File: config.mk
export PLATFORM = sky130hd
export DESIGN_NAME = nibble_mem_arbiter
export DESIGN_NICKNAME = d
export VERILOG_FILES = /design/src/rtl/nibble_mem_pkg.sv /design/src/rtl/nibble_merge.sv /design/src/rtl/nibble_mem_arbiter.sv
export SDC_FILE = /design/constraint.sdc
export NUM_CORES = 1
export LEC_CHECK = 0
export BUFFER_PORTS_ARGS = -buffer_cell sky130_fd_sc_hd__buf_2
export CAP_MARGIN = 20
export CORE_ASPECT_RATIO = 0.9
export CORE_MARGIN = 5
export CORE_UTILIZATION = 43
export DETAILED_ROUTE_END_ITERATION = 10
export GPL_ROUTABILITY_DRIVEN = 0
export PLACE_DENSITY_LB_ADDON = 0.12
export SLEW_MARGIN = 20
export SYNTH_ARGS = -nofsm -noshare
export SYNTH_HDL_FRONTEND = slang
export SYNTH_SLANG_ARGS = --single-unit
File: constraint.sdc
create_clock -name clk -period 3.2 [get_ports clk]
set_clock_uncertainty 0.1 [all_clocks]
set_input_delay 0.48 -clock clk [delete_from_list [all_inputs] [get_ports clk]]
set_output_delay 0.48 -clock clk [all_outputs]
set_load 0.1 [all_outputs]
File: src/rtl/nibble_mem_pkg.sv
// Shared definitions for the nibble memory write path.
//  NIBBLES_DEF / ADDR_W_DEF : default memory geometry (10 nibbles, 4-bit index)
//  state_t                  : arbiter FSM encoding (IDLE / WRITE / ACK)
//  REQ_EDIT / REQ_LOAD      : requester indices (front-panel editor, bulk loader)
package nibble_mem_pkg;

  localparam int NIBBLES_DEF = 10;
  localparam int ADDR_W_DEF  = 4;

  typedef enum logic [1:0] {
    IDLE  = 2'd0,
    WRITE = 2'd1,
    ACK   = 2'd2
  } state_t;

  localparam logic REQ_EDIT = 1'b0;
  localparam logic REQ_LOAD = 1'b1;

endpackage

File: src/rtl/nibble_merge.sv
// Combinational nibble replace: returns word with nibble [addr] set to data.
// An addr outside 0..NIBBLES-1 returns word unchanged.
//  word   in  4*NIBBLES  current memory word
//  addr   in  ADDR_W     nibble index
//  data   in  4          new nibble value
//  merged out 4*NIBBLES  word with the addressed nibble replaced
module nibble_merge
  import nibble_mem_pkg::*;
#(
  parameter int NIBBLES = NIBBLES_DEF,
  parameter int ADDR_W  = ADDR_W_DEF
) (
  input  logic [4*NIBBLES-1:0] word,
  input  logic [ADDR_W-1:0]    addr,
  input  logic [3:0]           data,
  output logic [4*NIBBLES-1:0] merged
);

  always_comb begin
    // NOTE: the default assignment first means every path writes merged, so no latch is inferred.
    merged = word;
    for (int i = 0; i < NIBBLES; i++) begin
      if (addr == ADDR_W'(i)) merged[4*i +: 4] = data;
    end
  end

endmodule

File: src/rtl/nibble_mem_arbiter.sv
// Two-requester arbiter for the single write port of the nibble memory.
// Each granted request is a read-modify-write of one nibble:
//   IDLE -> WRITE -> ACK -> IDLE (legal address), IDLE -> ACK (illegal address).
// Both requesting: round robin against the last served requester.
// Optional feature (macro ARB_STATS_EN): conflicts counter output.
//  clk, reset_n    clock, asynchronous active-low reset
//  hold            block new grants while high (checked in IDLE only)
//  req             per-requester request, held until ack
//  req_addr        {addr1, addr0} nibble index
//  req_data        {data1, data0} nibble value
//  ack, err        one-cycle completion pulse / out-of-range flag per requester
//  busy, owner     FSM not idle / requester currently served
//  mem_rd          current memory word
//  mem_we, mem_wr  memory write enable and merged word
//  conflicts       (ARB_STATS_EN) saturating count of grants with both requesting
module nibble_mem_arbiter
  import nibble_mem_pkg::*;
#(
  parameter int NIBBLES = NIBBLES_DEF,
  parameter int ADDR_W  = ADDR_W_DEF
) (
  input  logic                  clk,
  input  logic                  reset_n,
  input  logic                  hold,
  input  logic [1:0]            req,
  input  logic [2*ADDR_W-1:0]   req_addr,
  input  logic [7:0]            req_data,
  output logic [1:0]            ack,
  output logic [1:0]            err,
  output logic                  busy,
  output logic                  owner,
  input  logic [4*NIBBLES-1:0]  mem_rd,
  output logic                  mem_we,
  output logic [4*NIBBLES-1:0]  mem_wr
`ifdef ARB_STATS_EN
  ,
  output logic [7:0]            conflicts
`endif
);

  localparam logic [ADDR_W:0] NIB_LIMIT = (ADDR_W+1)'(NIBBLES);

  state_t              state;
  logic                rr_last;
  logic [ADDR_W-1:0]   addr_q;
  logic [3:0]          data_q;

  logic                grant_idx;
  logic [ADDR_W-1:0]   sel_addr;
  logic [3:0]          sel_data;
  logic                grant;
  logic [4*NIBBLES-1:0] merged;

  // Winner selection: contention goes to the requester not served last.
  always_comb begin
    grant_idx = REQ_EDIT;
    if (req == 2'b11)  grant_idx = ~rr_last;
    else if (req[REQ_LOAD]) grant_idx = REQ_LOAD;
    sel_addr = grant_idx ? req_addr[2*ADDR_W-1:ADDR_W] : req_addr[ADDR_W-1:0];
    sel_data = grant_idx ? req_data[7:4] : req_data[3:0];
  end

  assign grant = (state == IDLE) && !hold && (|req);

  always_ff @(posedge clk or negedge reset_n) begin
    // NOTE: the latched address/data are reset too, so owner/mem_wr are deterministic after reset.
    if (!reset_n) begin
      state   <= IDLE;
      rr_last <= REQ_LOAD;
      owner   <= REQ_EDIT;
      addr_q  <= '0;
      data_q  <= '0;
      ack     <= '0;
      err     <= '0;
    end else begin
      // NOTE: non-blocking assignments keep every flop update based on pre-edge values.
      ack <= '0;
      err <= '0;
      unique case (state)
        IDLE: begin
          if (grant) begin
            owner  <= grant_idx;
            addr_q <= sel_addr;
            data_q <= sel_data;
            if ({1'b0, sel_addr} < NIB_LIMIT) begin
              state <= WRITE;
            end else begin
              // Illegal address: skip the write and acknowledge next cycle with err.
              state          <= ACK;
              ack[grant_idx] <= 1'b1;
              err[grant_idx] <= 1'b1;
            end
          end
        end
        WRITE: begin
          state      <= ACK;
          ack[owner] <= 1'b1;
        end
        ACK: begin
          rr_last <= owner;
          state   <= IDLE;
        end
        default: state <= IDLE;
      endcase
    end
  end

  nibble_merge #(.NIBBLES(NIBBLES), .ADDR_W(ADDR_W)) u_merge (
    .word   (mem_rd),
    .addr   (addr_q),
    .data   (data_q),
    .merged (merged)
  );

  assign busy   = (state != IDLE);
  assign mem_we = (state == WRITE);
  assign mem_wr = mem_we ? merged : mem_rd;

`ifdef ARB_STATS_EN
  always_ff @(posedge clk or negedge reset_n) begin
    if (!reset_n)                                 conflicts <= '0;
    else if (grant && req == 2'b11 && conflicts != 8'hFF) conflicts <= conflicts + 8'd1;
  end
`endif

endmodule

After elaboration in Yosys (flattened, before gate mapping). Index checks and enable logic that the tools add are counted.

Bits of input ports: 61. Register bits after elaboration: 16. Word-level logic and storage cells: 62.

Bitwise gates (word level): 1. $lt $le $gt $ge: 5. Multiplexer cells: 26. Reduce and logical (&&, ||, !) cells: 10. Equal/unequal tests: 13.

Operators with widths (number): 2-to-1 mux 4 bit (12); 2-to-1 mux 40 bit (1); equality test 4 x 3 -> 1 bit, second input constant (4); 2-to-1 mux 2 bit (5); equality test 4 x 2 -> 1 bit, second input constant (2); equality test 4 bit, second input constant (2); case mux 2 bit (2 select lines) (2); equality test 2 bit, second input constant (2); equality test 4 x 1 -> 1 bit, second input constant (1); logical AND 1 bit (4); zero test 4 bit (1); < comparator 1 x 2 -> 1 bit, second input constant (2); < comparator 4 bit, second input constant (1); 2-to-1 mux 1 bit (4); demux 1 bit (select 1 bit) (2); equality test 2 x 1 -> 1 bit, second input constant (1); greater-or-equal comparator 1 bit, second input constant (2); zero test 2 bit (1); inequality test 2 bit, second input constant (1); AND reduction 2 bit (1); nonzero test 2 bit (1); OR reduction 2 bit (1); zero test 1 bit (1); NOT 1 bit (1).

Longest topological paths before layout. Gate-level depths: netlist of run 1.

Depth in word-level cells: 9. Gate-level depth with buffers: 5. Mapped depth without buffers: 3.

Hierarchy. From an unflattened synthesis of run 1, not the netlist that was laid out.

Cell total of the unflattened synthesis: 255. Area total of the unflattened synthesis: 1908.1 um^2.

By module, submodules not included: nibble_mem_arbiter (sequential area each 401.6 um^2, cells an instance 201, area each 1241.2 um^2, times used 1); nibble_merge (sequential area each 0.0 um^2, cells an instance 54, area each 666.9 um^2, times used 1).

Worst setup path before layout of run 1. No wires, ideal clock.

Path type: register -> output. From: reg state[0]. To: out mem_wr[28]. Slack: -0.302 ns. Stages on the path, launching flop included: 5. Path buffers: 1. Arrival time: 2.922 ns. Cell sequence: dfrtp_1 > buf_2 > nor2b_1 > and4_1 > mux2_2.

Cells in the longest elaborated chain, start to end: 2.

Ends and longest elaborated chain: start: declaration (line nibble_mem_arbiter.sv:43) `state_t state;`; start signal: assignment (line nibble_mem_arbiter.sv:68) `state <= IDLE;`; start signal: assignment (line nibble_mem_arbiter.sv:86) `state <= WRITE;`; start signal: assignment (line nibble_mem_arbiter.sv:89) `state <= ACK;`; equality test 2 x 1 -> 1 bit (line nibble_mem_arbiter.sv:116) `assign mem_we = (state == WRITE);`; via mem_we (line nibble_mem_arbiter.sv:33) `output logic mem_we,`; 2-to-1 mux 40 bit (line nibble_mem_arbiter.sv:117) `assign mem_wr = mem_we ? merged : mem_rd;`; end: declaration (line nibble_mem_arbiter.sv:34) `output logic [4*NIBBLES-1:0] mem_wr`.

The timed path passes the listed nets, and every way through them passes these cells.

Worst setup path after layout of run 1.
From: reg state[1]. To: out mem_wr[8].

Cells in the longest elaborated chain, start to end: 2.

Ends and longest elaborated chain (line): equality test 2 x 1 -> 1 bit (nibble_mem_arbiter.sv:116); 2-to-1 mux 40 bit (nibble_mem_arbiter.sv:117).

Every way passes these cells.

==> impl_metrics.yaml, run 1 <==
status:
  status: "complete, no violations"
synth:
  synth_top_cell_area_share_pct: 29.5
  synth_edf_count: 0
  syn-num-nets: 199
  netlist_top_cells_area: "mux2_2, dfrtp_1, o21ai_0"
  ys_seq_area_share_pct: 29.2
  synth_top_family_by_area: "multiplexers"
  synth-async-reset-ratio_pct: 100
  ys_ff_latch: 16
  synth-compound-area-share_pct: 13.0
  ys_types: 37
  synth_xor_area_share_pct: 0
  netlist_area_um2: 1380
  synth.area.mux_share_pct: 36.7
  ys_warn_count: 0
  synth_top_area_cell: "mux2_2"
  synthAdderAreaFrac_pct: 0
  synth-simple-area-share_pct: 17.8
  synth.avg_cell_area_um2: 9.97
  yosys_most_used_dff: "dfrtp_1"
  synth_cells: 138
floorplanning:
  core_area_um2: 3070
  die_w_um: 69.6
  dieHeight_um: 63.7
  design.die.area_um2: 4430
  start_util_pct: 44.9
  ioPinCount: 108
  num_rows: 19
sta:
  grt_setup_unrepaired: "no"
  tns_ns: 0
  hold_viol_final: 0
  fin_crit_ns: 2.92
  layout_setup_ws_ns: 0.282
  tightestPinTransition_ns: 0.500
  relSlewSlack_pct: 66.5
  drv_slew: 0
  timing.final.crit_share_pct: 91.2
  fmax_mhz: 343
  setup_viol: 0
worst_setup_path:
  cp.required_ns: 2.62
  critPathArrivalTime_ns: 2.34
  worstSetupEndpointType: "primary output"
  startpoint_type: "flip-flop"
  path_buf_inv: 1
  crit_type: "flip-flop to primary output"
  critical_path.cell_chain: "nand3b_1 > or4_1 > mux2_4 > buf_2"
  max_stage_delay_ns: 0.57
  crit_family: "simple AND/OR/NAND/NOR gates"
  cp_slowest_cell: "or4_1"
  crit_fanout: 12
global_route:
  grt.total_usage_pct: 19.3
  overflow: 0
  grt_pass1_vias: 1498
  grt_max_degree: 17
  antenna_found_initial: 0
  grt_pass1_wl_mm: 7.13
clock_tree:
  cts_buffers: 3
  clock_latency_ns: 0.29
  cts.sinks: 16
  cts_resized: 0
  cts.path.max_buffers: 2
  h-tree-depth: 1
  cts_root_buffer: "clkbuf_4"
  cts_tree: "built"
  cts.clk_slew.worst_paths_ns: 0.10
pwr:
  leakagePower_nw: 0.996
  p_per_area_nw_per_um2: 605
  ir_worst_vdd_uv: 388
place:
  port-buffer-count: 107
  hpwl_mm: 3.45
  dp_cells: 278
  pre_cts_ws_ns: 0.626
cells_and_area:
  n_fill_cell: 266
  final_nets: 303
  layout-drive-gt1-share_pct: 67.2
  areaGrowthSynthToFinish_pct: 43.8
  antennaDiodeCount: 0
  layout.cells.non_filler: 283
  final_core_util_pct: 64.5
drt:
  drt_iter0_drc: 45
  ant_nets: 0
  met2_length_mm: 2.14
  vias_per_cell: 5.20
  wl_met3_um: 371
  avgRoutedWirePerCell_um: 15.3
  drt-pass1-iter-count: 4
  num_vias: 1471
  drc_errors: 0
  routed.top_layer: "met4"
  wl_mm: 4.34
  routedLengthMet1_mm: 1.77
flow_run:
  cap_violations: 0
worst_hold_path:
  worstHoldPathType: "input port to flip-flop"
path summary, 6_finish.rpt:
| path | from | to | slack, ns | depth (start not counted) |
|---|---|---|---|---|
| min | req_data[4] | data_q[0]$_DFFE_PN0P_ | 0.32 | 3 |
| min reg2reg | owner$_DFFE_PN0P_ | owner$_DFFE_PN0P_ | 0.50 | 1 |
| max reg2reg | state[1]$_DFFE_PN0P_ | owner$_DFFE_PN0P_ | 1.50 | 4 |
| min in group asynchronous | reset_n | err[0]$_DFF_PN0_ | 0.52 | 2 |
| max in group asynchronous | reset_n | rr_last$_DFFE_PN1N_ | 2.17 | 2 |
| max | state[1]$_DFFE_PN0P_ | mem_wr[8] | 0.28 | 4 |
sequential cells by signal, indices dropped and copies added (netlist names):
signal	cells
ack	2
data_q	4
state	2
owner	1
err	2
addr_q	4
rr_last	1
power by group:
part	internal (W)	total, W	switching (W)
clock network	0.0000694	0.000137	0.0000678
logic	0.000173	0.000680	0.000506
registers	0.000262	0.000380	0.000118
total	0.000504	0.00120	0.000692
per-stage QoR:
| stage | hold slack [ns] | instance area [um^2] | total power (W) |
|---|---|---|---|
| floorplan | 0.0844 | 1380 | 0.000922 |
| global placement | 0.314 | 1930 | 0.00106 |
| detailed placement | 0.319 | 1930 | 0.00106 |
| CTS | 0.318 | 1980 | 0.00120 |
| global route | 0.322 | 1980 | 0.00126 |
| finish | 0.321 | 1980 | 0.00120 |
layer usage:
layer / GRT usage (%) / vias to the layer above
li1: - / 720
met3: 5.56 / 11
met5: 0 / -
met4: 5.26 / 0
met2: 34.2 / 76
met1: 22.8 / 664
layout by cell type, fill, tap and decap left out, drive strengths merged, types with 2 or more instances in the layout:
| master | netlist | routed |
|---|---|---|
| a21boi | 2 | 2 |
| buf | 4 | 108 |
| clkbuf | 6 | 4 |
| dfrtp | 15 | 15 |
| mux2 | 40 | 40 |
| mux2i | 4 | 4 |
| nand2 | 11 | 11 |
| nand2b | 2 | 2 |
| nand3 | 6 | 6 |
| nor2 | 5 | 5 |
| nor2b | 3 | 3 |
| nor4b | 2 | 2 |
| o211ai | 5 | 5 |
| o21a | 2 | 2 |
| o21ai | 12 | 12 |
area by class of cell:
class,count,area [um^2],area share [%]
multi-input cells,111,932,47.1
flip-flops and latches,16,402,20.3
clock buffers,4,36.3,1.83
repair buffers,109,553,27.9
inverters,1,3.75,0.190
well taps,42,52.6,2.65
repair_timing:
action	CTS	global route
hold endpoints to repair	15	0
hold buffers	1	0
buffers inserted	0	0
cells by family (layout without fill, tap and decap cells):
logic type      after synthesis  in the layout
mux                          44             44
compound gates               27             27
flops                        16             16
buf+inv                      11            114
simple gates                 40             40
worst register-to-register path: stages, from the launching register on:
cell     delay [ns]
dfrtp_1        0.54
nor3_4         0.41
o21ai_0        0.16
buf_4          0.21
a22o_1         0.19
synthesized netlist by cell type (2+ instances only):
library cell / number
o211ai_1: 5
mux2_4: 4
nand2_1: 11
o21ai_0: 12
o21a_1: 2
buf_2: 3
dfrtp_1: 15
mux2i_1: 4
nand3_1: 6
mux2_2: 36
nor2_1: 5
clkbuf_1: 6
nor2b_1: 3
nor4b_2: 2
nand2b_1: 2
Note: power is estimated with default switching activity, not from simulation.
==> inputs of run 2 (changes only) <==
PLACE_DENSITY = 0.95   (was default)
PLACE_DENSITY_LB_ADDON = default   (was 0.12)
SKIP_CTS_REPAIR_TIMING = 1   (was default)
==> impl_metrics.yaml, run 2 (same netlist as run 1, synthesis figures left out) <==
drt:
  wl_mm: 4.64
  num_vias: 1519
  vias_per_cell: 5.41
  drc_errors: 0
  ant_nets: 0
  drt-pass1-iter-count: 4
  drt_iter0_drc: 52
  avgRoutedWirePerCell_um: 16.5
place:
  hpwl_mm: 3.72
  port-buffer-count: 107
  dp_cells: 277
  pre_cts_ws_ns: 0.629
floorplanning:
  core_area_um2: 3070
  dieHeight_um: 63.7
  ioPinCount: 108
  design.die.area_um2: 4430
  die_w_um: 69.6
  start_util_pct: 44.9
  num_rows: 19
global_route:
  grt.total_usage_pct: 20.2
  antenna_found_initial: 0
  grt_max_degree: 17
  grt_pass1_wl_mm: 7.32
  overflow: 0
  grt_pass1_vias: 1555
cells_and_area:
  multi_input_area_um2: 932
  areaGrowthSynthToFinish_pct: 42.5
  n_fill_cell: 260
  final_cell_mix: "buf_2, mux2_2, dfrtp_1"
  largestRegisters: "addr_q: 4 flops, data_q: 4 flops"
  seq_area_um2: 402
  layout-drive-gt1-share_pct: 67.4
  final_nets: 301
  antennaDiodeCount: 0
  final_common_cell: "buf_2"
  layout.cells.non_filler: 281
worst_setup_path:
  worstSetupEndpoint: "mem_wr[9]"
  r2r_cells: 3
  crit_type: "flip-flop to primary output"
  crit_fanout: 12
  r2r-end: "owner$_DFFE_PN0P_"
  worstSetupEndpointType: "primary output"
  startpoint_type: "flip-flop"
  critPathArrivalTime_ns: 2.31
  cp.required_ns: 2.62
  regToRegSetupSlack_ns: 1.44
  worstSetupStartpoint: "state[1]$_DFFE_PN0P_"
  r2r-start: "state[1]$_DFFE_PN0P_"
clock_tree:
  cts_tree: "built"
  cts.path.max_buffers: 2
  cts_buffers: 3
  h-tree-depth: 1
  clock_latency_ns: 0.29
  cts_root_buffer: "clkbuf_4"
  cts.sinks: 16
  cts.clk_slew.worst_paths_ns: 0.09
pwr:
  p_per_area_nw_per_um2: 613
  ir_worst_vdd_uv: 399
  power_w: 0.00120
  leakagePower_nw: 0.987
flow_run:
  cap_violations: 0
sta:
  grt_setup_unrepaired: "no"
  layout_setup_ws_ns: 0.309
  hold_viol_final: 15
  relSlewSlack_pct: 48.2
  timing.final.crit_share_pct: 90.3
  tns_ns: 0
  fmax_mhz: 346
  setup_viol: 0
  drv_slew: 0
  fin_crit_ns: 2.89
  hold_ws_ns: -0.0187
  tightestPinTransition_ns: 0.772
status:
  violations: "negative hold slack"
  status: "complete, but fails checks"
worst_hold_path:
  worstHoldPathType: "input port to async pin"
-- run 2: changes by cell type in the layout (fill, tap and decap cells not counted), sizes merged --
cell,change
buf,-1
dlygate4sd3,-1
-- run 2: worst min-delay path by stage --
stage	slack, ns	to	cells past startpoint
after floorplan	0.08	ack[0]$_DFF_PN0_	0
after global placement	0.30	owner$_DFFE_PN0P_	1
after detailed placement	0.31	data_q[2]$_DFFE_PN0P_	1
after CTS	-0.01	data_q[2]$_DFFE_PN0P_	1
after global routing	0.01	data_q[2]$_DFFE_PN0P_	1
final	-0.02	data_q[2]$_DFFE_PN0P_	1
-- run 2: critical path, cell delays in order (launching register included) --
cell,delay (ns)
dfrtp_1,0.54
nand3b_1,0.27
or4_1,0.56
mux2_4,0.24
buf_2,0.42
-- run 2: layer usage --
layer | track usage, % | part of all wire [%] | routed length, um | vias up
met3 | 4.45 | 9.3 | 430 | 6
met4 | 6.70 | 1.3 | 61 | 0
met1 | 23.1 | 37 | 1720 | 708
met2 | 37.1 | 52 | 2420 | 83
met5 | 0 | 0 | 0 | -
li1 | - | - | - | 722
-- run 2: power by group --
group | internal, W | leakage [nW] | total (W) | switching, W
Combinational | 0.000171 | 0.765 | 0.000680 | 0.000509
Clock | 0.0000694 | 0.0210 | 0.000135 | 0.0000657
Sequential | 0.000262 | 0.202 | 0.000387 | 0.000126
Total | 0.000502 | 0.987 | 0.00120 | 0.000700
-- run 2: area by class of cell --
type                    count  area share [%]
clock buffers               4            1.85
inverters                   1           0.191
multi-input cells         111            47.5
flip-flops and latches     16            20.5
well taps                  42            2.68
repair buffers            107            27.3
-- run 2: through the flow --
stage	utilization, %	hold slack (ns)	instance area (um^2)
CTS	64.0	-0.0111	1960
global route	64.0	0.0132	1960
detailed placement	62.8	0.307	1930
global placement	62.8	0.301	1930
finish	64.0	-0.0187	1960
floorplan	-	0.0844	1380
